## config.mk

```make
export PLATFORM = sky130hd
export DESIGN_NAME = nids_pkt_merger
export DESIGN_NICKNAME = d
export VERILOG_FILES = /design/src/rtl/nids_pkt_merger.sv
export SDC_FILE = /design/constraint.sdc
export NUM_CORES = 1
export LEC_CHECK = 0
export BUFFER_PORTS_ARGS = -buffer_cell sky130_fd_sc_hd__buf_2
export CORE_UTILIZATION = 49
export CTS_BUF_LIST = sky130_fd_sc_hd__clkbuf_8
export DETAILED_ROUTE_END_ITERATION = 16
export HOLD_SLACK_MARGIN = 0.03
export PLACE_DENSITY_LB_ADDON = 0.12
export SLEW_MARGIN = 20
export SYNTH_ARGS = -nofsm -noshare
export SYNTH_HDL_FRONTEND = slang
export SYNTH_SLANG_ARGS = --single-unit
```

## constraint.sdc

```tcl
create_clock -name clk -period 5.4 [get_ports clk]
set_input_delay 0.81 -clock clk [delete_from_list [all_inputs] [get_ports clk]]
set_output_delay 0.81 -clock clk [all_outputs]
set_load 0.01 [all_outputs]
```

## src/rtl/nids_pkt_merger.sv

```systemverilog
`default_nettype none
// ============================================================================
// Module   : nids_pkt_merger
// Purpose  : Two-input, one-output packet merger. Recombines the streams
//            returned by the two parallel inspection engines into a single
//            registered output stream. Arbitration is packet-atomic and
//            round-robin. Per-input packet counters and a sticky stall flag
//            are kept for monitoring.
// Revision : 1.0 - initial release
// ----------------------------------------------------------------------------
// Parameters
//   DATA_W       data word width
//   CTRL_W       control word width
//   CNT_W        width of each per-input packet counter
//   STALL_LIMIT  starved mid-packet cycles before stall_err sets (>= 2)
// Ports
//   clk, reset             clock / asynchronous active-high reset
//   in_req0/1              input has at least one full packet queued
//   in_wr0/1               input word valid (honoured only with in_rdy)
//   in_ctrl0/1, in_data0/1 input control / data words
//   in_rdy0/1              input may write this cycle
//   out_wr                 output word valid (registered)
//   out_ctrl, out_data     output control / data words (registered)
//   out_rdy                downstream can absorb at least 2 more words
//   grant                  index of the current or last granted input
//   busy                   a packet is in flight
//   pkt_cnt0/1             packets completed per input (wrapping)
//   stall_err              sticky: granted input starved mid-packet
// ----------------------------------------------------------------------------
// Framing: one or more header words (ctrl != 0), one or more payload words
// (ctrl == 0), then a closing word (ctrl != 0). The closing word is detected
// as the first non-zero ctrl accepted while in PAYLOAD.
// ============================================================================
module nids_pkt_merger #(
  parameter int DATA_W      = 64,
  parameter int CTRL_W      = 8,
  parameter int CNT_W       = 16,
  parameter int STALL_LIMIT = 1024
) (
  input  logic              clk,
  input  logic              reset,

  input  logic              in_req0,
  input  logic              in_wr0,
  input  logic [CTRL_W-1:0] in_ctrl0,
  input  logic [DATA_W-1:0] in_data0,
  output logic              in_rdy0,

  input  logic              in_req1,
  input  logic              in_wr1,
  input  logic [CTRL_W-1:0] in_ctrl1,
  input  logic [DATA_W-1:0] in_data1,
  output logic              in_rdy1,

  output logic              out_wr,
  output logic [CTRL_W-1:0] out_ctrl,
  output logic [DATA_W-1:0] out_data,
  input  logic              out_rdy,

  output logic              grant,
  output logic              busy,
  output logic [CNT_W-1:0]  pkt_cnt0,
  output logic [CNT_W-1:0]  pkt_cnt1,
  output logic              stall_err
);

  typedef enum logic [1:0] {
    IDLE    = 2'd0,
    HDR     = 2'd1,
    PAYLOAD = 2'd2
  } state_t;

  // Stall counter is wide enough to hold STALL_LIMIT itself so it can
  // saturate there instead of wrapping back into the "healthy" range.
  localparam int              SC_W         = $clog2(STALL_LIMIT + 1);
  localparam logic [SC_W-1:0] c_stall_last = SC_W'(STALL_LIMIT - 1);
  localparam logic [SC_W-1:0] c_stall_max  = SC_W'(STALL_LIMIT);
  localparam logic [SC_W-1:0] c_stall_one  = SC_W'(1);
  localparam logic [CNT_W-1:0] c_cnt_one   = CNT_W'(1);

  // --------------------------------------------------------------------------
  // State
  // --------------------------------------------------------------------------
  state_t            r_state;
  logic              r_grant;
  logic              r_rr;
  logic [SC_W-1:0]   r_stall_cnt;
  logic              r_stall_err;
  logic              r_out_wr;
  logic [CTRL_W-1:0] r_out_ctrl;
  logic [DATA_W-1:0] r_out_data;
  logic [CNT_W-1:0]  r_pkt_cnt0;
  logic [CNT_W-1:0]  r_pkt_cnt1;

  // --------------------------------------------------------------------------
  // Combinational selection of the granted input
  // --------------------------------------------------------------------------
  logic [1:0]        w_req;
  logic [1:0]        w_wr;
  logic              w_active;
  logic              w_sel_wr;
  logic [CTRL_W-1:0] w_sel_ctrl;
  logic [DATA_W-1:0] w_sel_data;
  logic              w_acc;
  logic              w_ctrl_nz;
  logic              w_close;
  logic              w_starved;

  assign w_req    = {in_req1, in_req0};
  assign w_wr     = {in_wr1, in_wr0};
  assign w_active = (r_state != IDLE);

  // Only the granted input ever sees ready; it follows out_rdy in the same
  // cycle so a downstream drop stops intake immediately.
  assign in_rdy0 = w_active & out_rdy & ~r_grant;
  assign in_rdy1 = w_active & out_rdy &  r_grant;

  assign w_sel_wr   = w_wr[r_grant];
  assign w_sel_ctrl = r_grant ? in_ctrl1 : in_ctrl0;
  assign w_sel_data = r_grant ? in_data1 : in_data0;

  // Words from the non-granted input, or while IDLE, never reach w_acc.
  assign w_acc     = w_active & out_rdy & w_sel_wr;
  assign w_ctrl_nz = |w_sel_ctrl;
  assign w_close   = w_acc & w_ctrl_nz & (r_state == PAYLOAD);
  assign w_starved = w_active & out_rdy & ~w_sel_wr;

  // --------------------------------------------------------------------------
  // Arbitration / framing state machine
  // --------------------------------------------------------------------------
  always_ff @(posedge clk or posedge reset) begin
    if (reset) begin
      r_state <= IDLE;
      r_grant <= 1'b0;
      r_rr    <= 1'b0;
    end else begin
      case (r_state)
        IDLE: begin
          // Preferred input first, then the other; grant is held otherwise.
          if (w_req[r_rr]) begin
            r_grant <= r_rr;
            r_state <= HDR;
          end else if (w_req[~r_rr]) begin
            r_grant <= ~r_rr;
            r_state <= HDR;
          end
        end
        HDR: begin
          if (w_acc && !w_ctrl_nz) begin
            r_state <= PAYLOAD;
          end
        end
        PAYLOAD: begin
          if (w_close) begin
            r_state <= IDLE;
            r_rr    <= ~r_grant;
          end
        end
        default: begin
          r_state <= IDLE;
        end
      endcase
    end
  end

  // --------------------------------------------------------------------------
  // Output register: one-cycle latency; ctrl/data hold when nothing accepted
  // --------------------------------------------------------------------------
  always_ff @(posedge clk or posedge reset) begin
    if (reset) begin
      r_out_wr   <= 1'b0;
      r_out_ctrl <= '0;
      r_out_data <= '0;
    end else begin
      r_out_wr <= w_acc;
      if (w_acc) begin
        r_out_ctrl <= w_sel_ctrl;
        r_out_data <= w_sel_data;
      end
    end
  end

  // --------------------------------------------------------------------------
  // Per-input packet counters (wrap naturally)
  // --------------------------------------------------------------------------
  always_ff @(posedge clk or posedge reset) begin
    if (reset) begin
      r_pkt_cnt0 <= '0;
    end else if (w_close && !r_grant) begin
      r_pkt_cnt0 <= r_pkt_cnt0 + c_cnt_one;
    end
  end

  always_ff @(posedge clk or posedge reset) begin
    if (reset) begin
      r_pkt_cnt1 <= '0;
    end else if (w_close && r_grant) begin
      r_pkt_cnt1 <= r_pkt_cnt1 + c_cnt_one;
    end
  end

  // --------------------------------------------------------------------------
  // Stall monitor. Cycles with out_rdy low are downstream's fault and are not
  // counted. The flag is set on the same edge the count reaches the limit;
  // the lock is never broken, the packet simply resumes later.
  // --------------------------------------------------------------------------
  always_ff @(posedge clk or posedge reset) begin
    if (reset) begin
      r_stall_cnt <= '0;
      r_stall_err <= 1'b0;
    end else if (!w_active || w_acc) begin
      r_stall_cnt <= '0;
    end else if (w_starved && (r_stall_cnt != c_stall_max)) begin
      r_stall_cnt <= r_stall_cnt + c_stall_one;
      if (r_stall_cnt == c_stall_last) begin
        r_stall_err <= 1'b1;
      end
    end
  end

  // --------------------------------------------------------------------------
  // Output assignments
  // --------------------------------------------------------------------------
  assign out_wr    = r_out_wr;
  assign out_ctrl  = r_out_ctrl;
  assign out_data  = r_out_data;
  assign grant     = r_grant;
  assign busy      = w_active;
  assign pkt_cnt0  = r_pkt_cnt0;
  assign pkt_cnt1  = r_pkt_cnt1;
  assign stall_err = r_stall_err;

endmodule
`default_nettype wire

```

==> results of run 1 <==
[final cells by class]
class                           count  area [sq um]  area share
Sequential cell                   121          3032      0.4011
Multi-Input combinational cell    381          2531      0.3349
Timing Repair Buffer              266          1359      0.1798
Clock buffer                       22         302.8     0.04006
Tap cell                          143         178.9     0.02367
Clock inverter                     10         122.6     0.01622
Inverter                            8         32.53    0.004304
[synth_stat cells, types with 2 or more instances]
| cell type | number | area [sq um] |
|---|---|---|
| buf_2 | 26 | 130.1 |
| mux2_1 | 2 | 22.52 |
| and4_1 | 5 | 43.79 |
| nor4_2 | 2 | 25.02 |
| or3_1 | 3 | 18.77 |
| nand4_1 | 19 | 118.9 |
| xnor2_1 | 30 | 262.8 |
| a31o_1 | 2 | 17.52 |
| o31ai_1 | 2 | 15.01 |
| and2_1 | 3 | 18.77 |
| ha_1 | 4 | 50.05 |
| nand2b_1 | 2 | 12.51 |
| nand2_1 | 15 | 56.30 |
| o21ai_1 | 3 | 15.01 |
| nor2_1 | 84 | 315.3 |
| dfrtp_1 | 121 | 3028 |
| nor3_1 | 2 | 10.01 |
| buf_4 | 3 | 22.52 |
| inv_1 | 8 | 30.03 |
| a21oi_1 | 77 | 385.4 |
| nor4_1 | 5 | 31.28 |
| o2111ai_1 | 3 | 26.28 |
| o31a_1 | 2 | 17.52 |
| and3_1 | 12 | 75.07 |
| xor2_1 | 4 | 35.03 |
| nand3_1 | 11 | 55.05 |
| o21ai_0 | 4 | 20.02 |
| mux2i_1 | 74 | 740.7 |
[registers in the layout (all words and copies together), names as in the netlist]
signal,count
grant,1
out_ctrl,8
out_data,64
out_wr,1
pkt_cnt0,16
pkt_cnt1,16
r_rr,1
r_stall_cnt,11
r_state,2
stall_err,1
[path summary, 6_finish.rpt]
kind                              start      endpoint  slack [ps]  cells after the start
max                          r_state[0]       in_rdy0        2960                      3
min                        pkt_cnt1[15]  pkt_cnt1[15]         470                      1
max reg2reg                       grant  out_data[15]        3090                      5
min reg2reg                pkt_cnt1[15]  pkt_cnt1[15]         470                      1
max in group asynchronous         reset  pkt_cnt0[15]        3660                      3
min in group asynchronous         reset   pkt_cnt1[2]         580                      2
[per-layer routing]
metal | global-route usage | up-vias | wire (microns)
met2 | 0.3897 | 165 | 7394
met1 | 0.3002 | 2343 | 6130
met5 | 0 | - | 0
met4 | 0.1071 | 0 | 285
met3 | 0.05409 | 23 | 925
li1 | - | 2426 | -
[metrics by stage]
stage | cell area, sq um | power [mW] | hold slack (ps) | std cells
final | 7559 | 3.632 | 474.2 | 951
after detailed placement | 7126 | 2.817 | 457.5 | 918
after CTS | 7551 | 3.670 | 476.2 | 950
after global placement | 7126 | 2.768 | 458.3 | 918
after floorplan | 5729 | 2.275 | 466.6 | 539
after global routing | 7559 | 3.862 | 486.2 | 951
[power breakdown]
part	leakage, nW	switching [mW]	total (mW)	internal [mW]
registers	1.45	0.213	1.41	1.20
logic	2.14	0.771	1.37	0.596
clock network	0.231	0.340	0.851	0.511
[cells by family after synthesis]
group / Yosys count / share of synthesized area
AOI/OAI and AO/OA: 100 / 0.09981
DFF: 121 / 0.5285
buffers and inverters: 37 / 0.03188
and+or+nand+nor: 165 / 0.1415
xor gates and xnor gates: 34 / 0.05198
muxes: 78 / 0.1376
adders and majority gates: 4 / 0.008736
[critical path, stage by stage, from the launching register on]
cell and delay (ps):
dfrtp_1 460, o21ai_1 490, nor2_1 90, buf_2 160
==> run_results.csv, run 1 <==
group,metric,value,unit
timing,fin_tns_setup,0,ps
synthesis,syn_inst,539,
synthesis,ys_ff_latch,121,
worst_setup_path,worst_setup_path_start_kind,"flop",
finish,final_cell_mix,"260 x buf_2, 120 x dfrtp_1, 83 x nor2_1",
power,power_density,480.6,nW/um^2
global_routing,overflow,0,
clock_network,cts_resized,0,
floorplanning,fp.dieW,110.1,microns
synthesis,synthesis.area,5729,sq um
synthesis,synth-async-reset-ratio,1.000,
detailed_routing,ant_nets,0,
placed_design,gp_congestion,0.8370,
timing,hold_violations,0,
synthesis,synth-edff-count,0,
detailed_routing,drt_pass1_iterations,4,
placed_design,port_buffers,260,
clock_network,clk_pin_slew,60,ps
global_routing,grt_pass1_vias,4382,
timing,worst_slack,2957,ps
timing,max-slew-margin-rel,0.3678,
clock_network,root_buffer,"clkbuf_8",
floorplanning,num_rows,39,
finish,fin_nets,950,
finish,syn_to_final_growth,31.93,%
detailed_routing,wl_per_cell,15.50,microns
worst_setup_path,end_kind,"output pin",
synthesis,ys.flop_type,"dfrtp_1",
floorplanning,start_util,0.5018,
finish,final_common_cell,"buf_2",
synthesis,synth_nets,694,
global_routing,grt_max_degree,80,
floorplanning,top_level_ports,261,
clock_network,h-tree-depth,4,
job,drv_cap,0,
clock_network,cts_buffer_depth,2,
finish,final_core_util,0.6620,
finish,diodes,0,
clock_network,cts.sinks,121,
global_routing,grt_pass1_wl,21.48,mm
floorplanning,dieArea,12130,sq um
placed_design,dpl.hpwl,11.01,mm
global_routing,antenna_found_initial,0,
timing,clock_skew,12.24,ps
worst_setup_path,arrival,1630,ps
worst_setup_path,critPathMaxFanout,8,
clock_network,insertion_delay,440,ps
floorplanning,core-area,11420,sq um
worst_setup_path,path_class,"flop to output pin",
detailed_routing,finalWirelength,14.74,mm
synthesis,ys_seq_area_frac,0.5285,
clock_network,ctsHoldBuffers,0,
power,total_leakage_power,3.820,nW
synthesis,avgSynthCellArea,10.63,sq um
timing,slew_viol_final,0,
detailed_routing,route.detailed.drc,0,
finish,drive_gt1_frac,0.3787,
worst_setup_path,worstPathRequired,4590,ps
timing,period_minus_slack,2444,ps
outcome,status,"finished, final reports clean",
timing,fmax,409.2,MHz
detailed_routing,via_per_inst,5.212,
detailed_routing,dr.first_iter.drc_count,201,
detailed_routing,vias,4957,
timing,rsz0062_at_grt,"no",
synthesis,yosysWarningCount,0,
timing,setup_violations,0,
synthesis,synth_cell_types,39,
floorplanning,die_h,110.1,microns
timing,period_share,0.4525,
hold_path,hp-class,"flop to flop",
power,vdd_ir_drop_max,386.8,uV
placed_design,pre_cts_ws,2757,ps
global_routing,gr-usage-all-layers,0.2374,
finish,fillers,970,
clock_network,cts_tree,"built",
clock_network,cts_buffers,17,
clock_network,post_cts_buffers,0,
timing,tightest_slew,948.2,ps
Note: power is estimated with default switching activity, not from simulation.
==> run 2, diff against run 1 <==
Settings changed: CORE_UTILIZATION 49 to 44.
Clock period 5.4 ns to 2.2 ns, I/O delays scaled along.
==> run 2 against run 1 <==
Clock power up 84%. Via count decreased by 0.99%. Worst hold slack worse by 420 ps. Flip-flop and latch count unchanged. Global-route usage is 2.5 points lower. Core utilization shrank 6.8 points. Worst setup slack got worse by 2800 ps. Critical path depth is the same. Final cell count is 3.2% higher. Critical endpoint is now in_rdy1.
==> run_results.csv, run 2 (synthesis results as in run 1) <==
group,metric,value,unit
timing,rsz0062_at_grt,"no",
global_routing,grt_pass1_wl,21.52,mm
worst_setup_path,critPathMaxStageDelay,470,ps
power,total_leakage_power,3.794,nW
worst_setup_path,slowest_stage,"dfrtp_4",
detailed_routing,ant_nets,0,
timing,worst_slack,150.2,ps
placed_design,pre_cts_ws,85.00,ps
clock_network,cts.sinks,121,
timing,fin_tns_setup,0,ps
clock_network,clk_pin_slew,60,ps
clock_network,root_buffer,"clkbuf_8",
outcome,status,"finished, final reports clean",
detailed_routing,vias,4908,
floorplanning,num_rows,41,
clock_network,ctsHoldBuffers,0,
worst_setup_path,path_cells,"clkbuf_8 > and2_1 > buf_2",
job,drv_cap,0,
power,power_density,1116,nW/um^2
global_routing,grt_max_degree,122,
worst_setup_path,critical-path-top-delay-family,"buffers and inverters",
worst_setup_path,r2r-end,"pkt_cnt1[5]",
finish,fin_nets,955,
timing,period_minus_slack,2050,ps
worst_setup_path,r2r_cells,5,
global_routing,overflow,0,
global_routing,gr-usage-all-layers,0.2122,
floorplanning,start_util,0.4522,
power,vdd_ir_drop_max,538.0,uV
placed_design,port_buffers,260,
worst_setup_path,worst_setup_path_start_kind,"flop",
finish,design_area,7528,sq um
placed_design,gp_congestion,0.8205,
placed_design,dpl_cell_area,7221,sq um
detailed_routing,dr.first_iter.drc_count,190,
timing,slew_viol_final,0,
finish,syn_to_final_growth,31.40,%
clock_network,h-tree-depth,4,
clock_network,cts_buffer_depth,2,
detailed_routing,wl_per_cell,14.66,microns
worst_setup_path,end_kind,"output pin",
detailed_routing,route.detailed.drc,0,
worst_setup_path,r2r_setup_slack,200,ps
clock_network,insertion_delay,420,ps
finish,largest_reg_flops,64,
placed_design,dpl.hpwl,10.92,mm
global_routing,grt_pass1_vias,4398,
worst_setup_path,cp_num_buf_inv,2,
worst_setup_path,worstPathRequired,1870,ps
detailed_routing,drt_pass1_iterations,5,
timing,fmax,487.9,MHz
timing,max-slew-margin-rel,0.4087,
hold_path,hp-class,"primary input to asynchronous set/reset pin",
timing,setup_violations,0,
floorplanning,dieArea,13480,sq um
timing,hold_slack,53.62,ps
timing,clock_skew,6.411,ps
finish,diodes,0,
worst_setup_path,timing.rr.start,"r_state[0]",
finish,final_common_cell,"buf_2",
floorplanning,fp.dieW,116.1,microns
detailed_routing,finalWirelength,14.38,mm
timing,tightest_slew,885.4,ps
global_routing,antenna_found_initial,1,
clock_network,cts_tree,"built",
timing,period_share,0.9317,
worst_setup_path,arrival,1720,ps
power,total_power,8.401,mW
finish,final_cell_mix,"260 x buf_2, 120 x dfrtp_1, 83 x nor2_1",
finish,drive_gt1_frac,0.3770,
timing,hold_violations,0,
clock_network,cts_buffers,17,
floorplanning,core-area,12670,sq um
detailed_routing,via_per_inst,5.003,
worst_setup_path,critPathMaxFanout,57,
floorplanning,die_h,116.1,microns
worst_setup_path,path_class,"flop to output pin",
floorplanning,top_level_ports,261,
[run 2: changes by cell type in the layout (fill, tap and decap cells not counted), moves of 2 or more]
cell and delta:
buf_4 +3, bufinv_16 -3, clkbuf_8 -2, inv_1 +2
[run 2: where the power goes]
part	switching, mW	total (mW)	internal, mW	leakage (nW)
clock	0.786	1.57	0.783	0.177
combinational	1.98	3.50	1.51	2.16
sequential	0.383	3.34	2.95	1.45
[run 2: cell type report]
class,count,area (sq um)
well taps,172,215.2
inverters,8,33.78
clock buffers,19,261.5
multi-input cells,381,2531
flip-flops and latches,121,3032
clock inverters,9,40.04
repair buffers,271,1415
fillers,1134,5142
[run 2: how the worst max path moves through the flow]
stage	from	depth (start not counted)	slack (ps)	to
floorplan	reset	1	390	grant
global placement	in_ctrl1[6]	6	130	pkt_cnt1[6]
detailed placement	in_ctrl1[6]	6	80	pkt_cnt1[5]
CTS	grant	3	30	in_rdy1
global route	grant	3	20	in_rdy1
finish	grant	3	150	in_rdy1
[run 2: through the flow]
| stage | cells | utilization |
|---|---|---|
| after floorplan | 539 | - |
| after global placement | 953 | 0.5699 |
| after detailed placement | 953 | 0.5699 |
| after CTS | 981 | 0.5940 |
| after global routing | 981 | 0.5942 |
| final | 981 | 0.5942 |
[run 2: routing by layer]
layer  global-route usage  part of all wire  up-vias
li1                     -                 -     2436
met1               0.2540              0.41     2293
met2               0.3615              0.51      159
met3              0.05708             0.061       18
met4              0.08974             0.015        2
met5                    0           0.00090        -
[run 2: worst min-delay path, cell delays in order]
cell        delay [ps]
buf_2              110
clkinvlp_4          70
buf_12             440
[run 2: what timing repair did]
item | CTS | global route
buffers inserted | 0 | 0
pin swaps | 0 | 0
gates resized for setup | 1 | 1
hold endpoints to repair | 0 | 0
setup endpoints to repair | 1 | 1
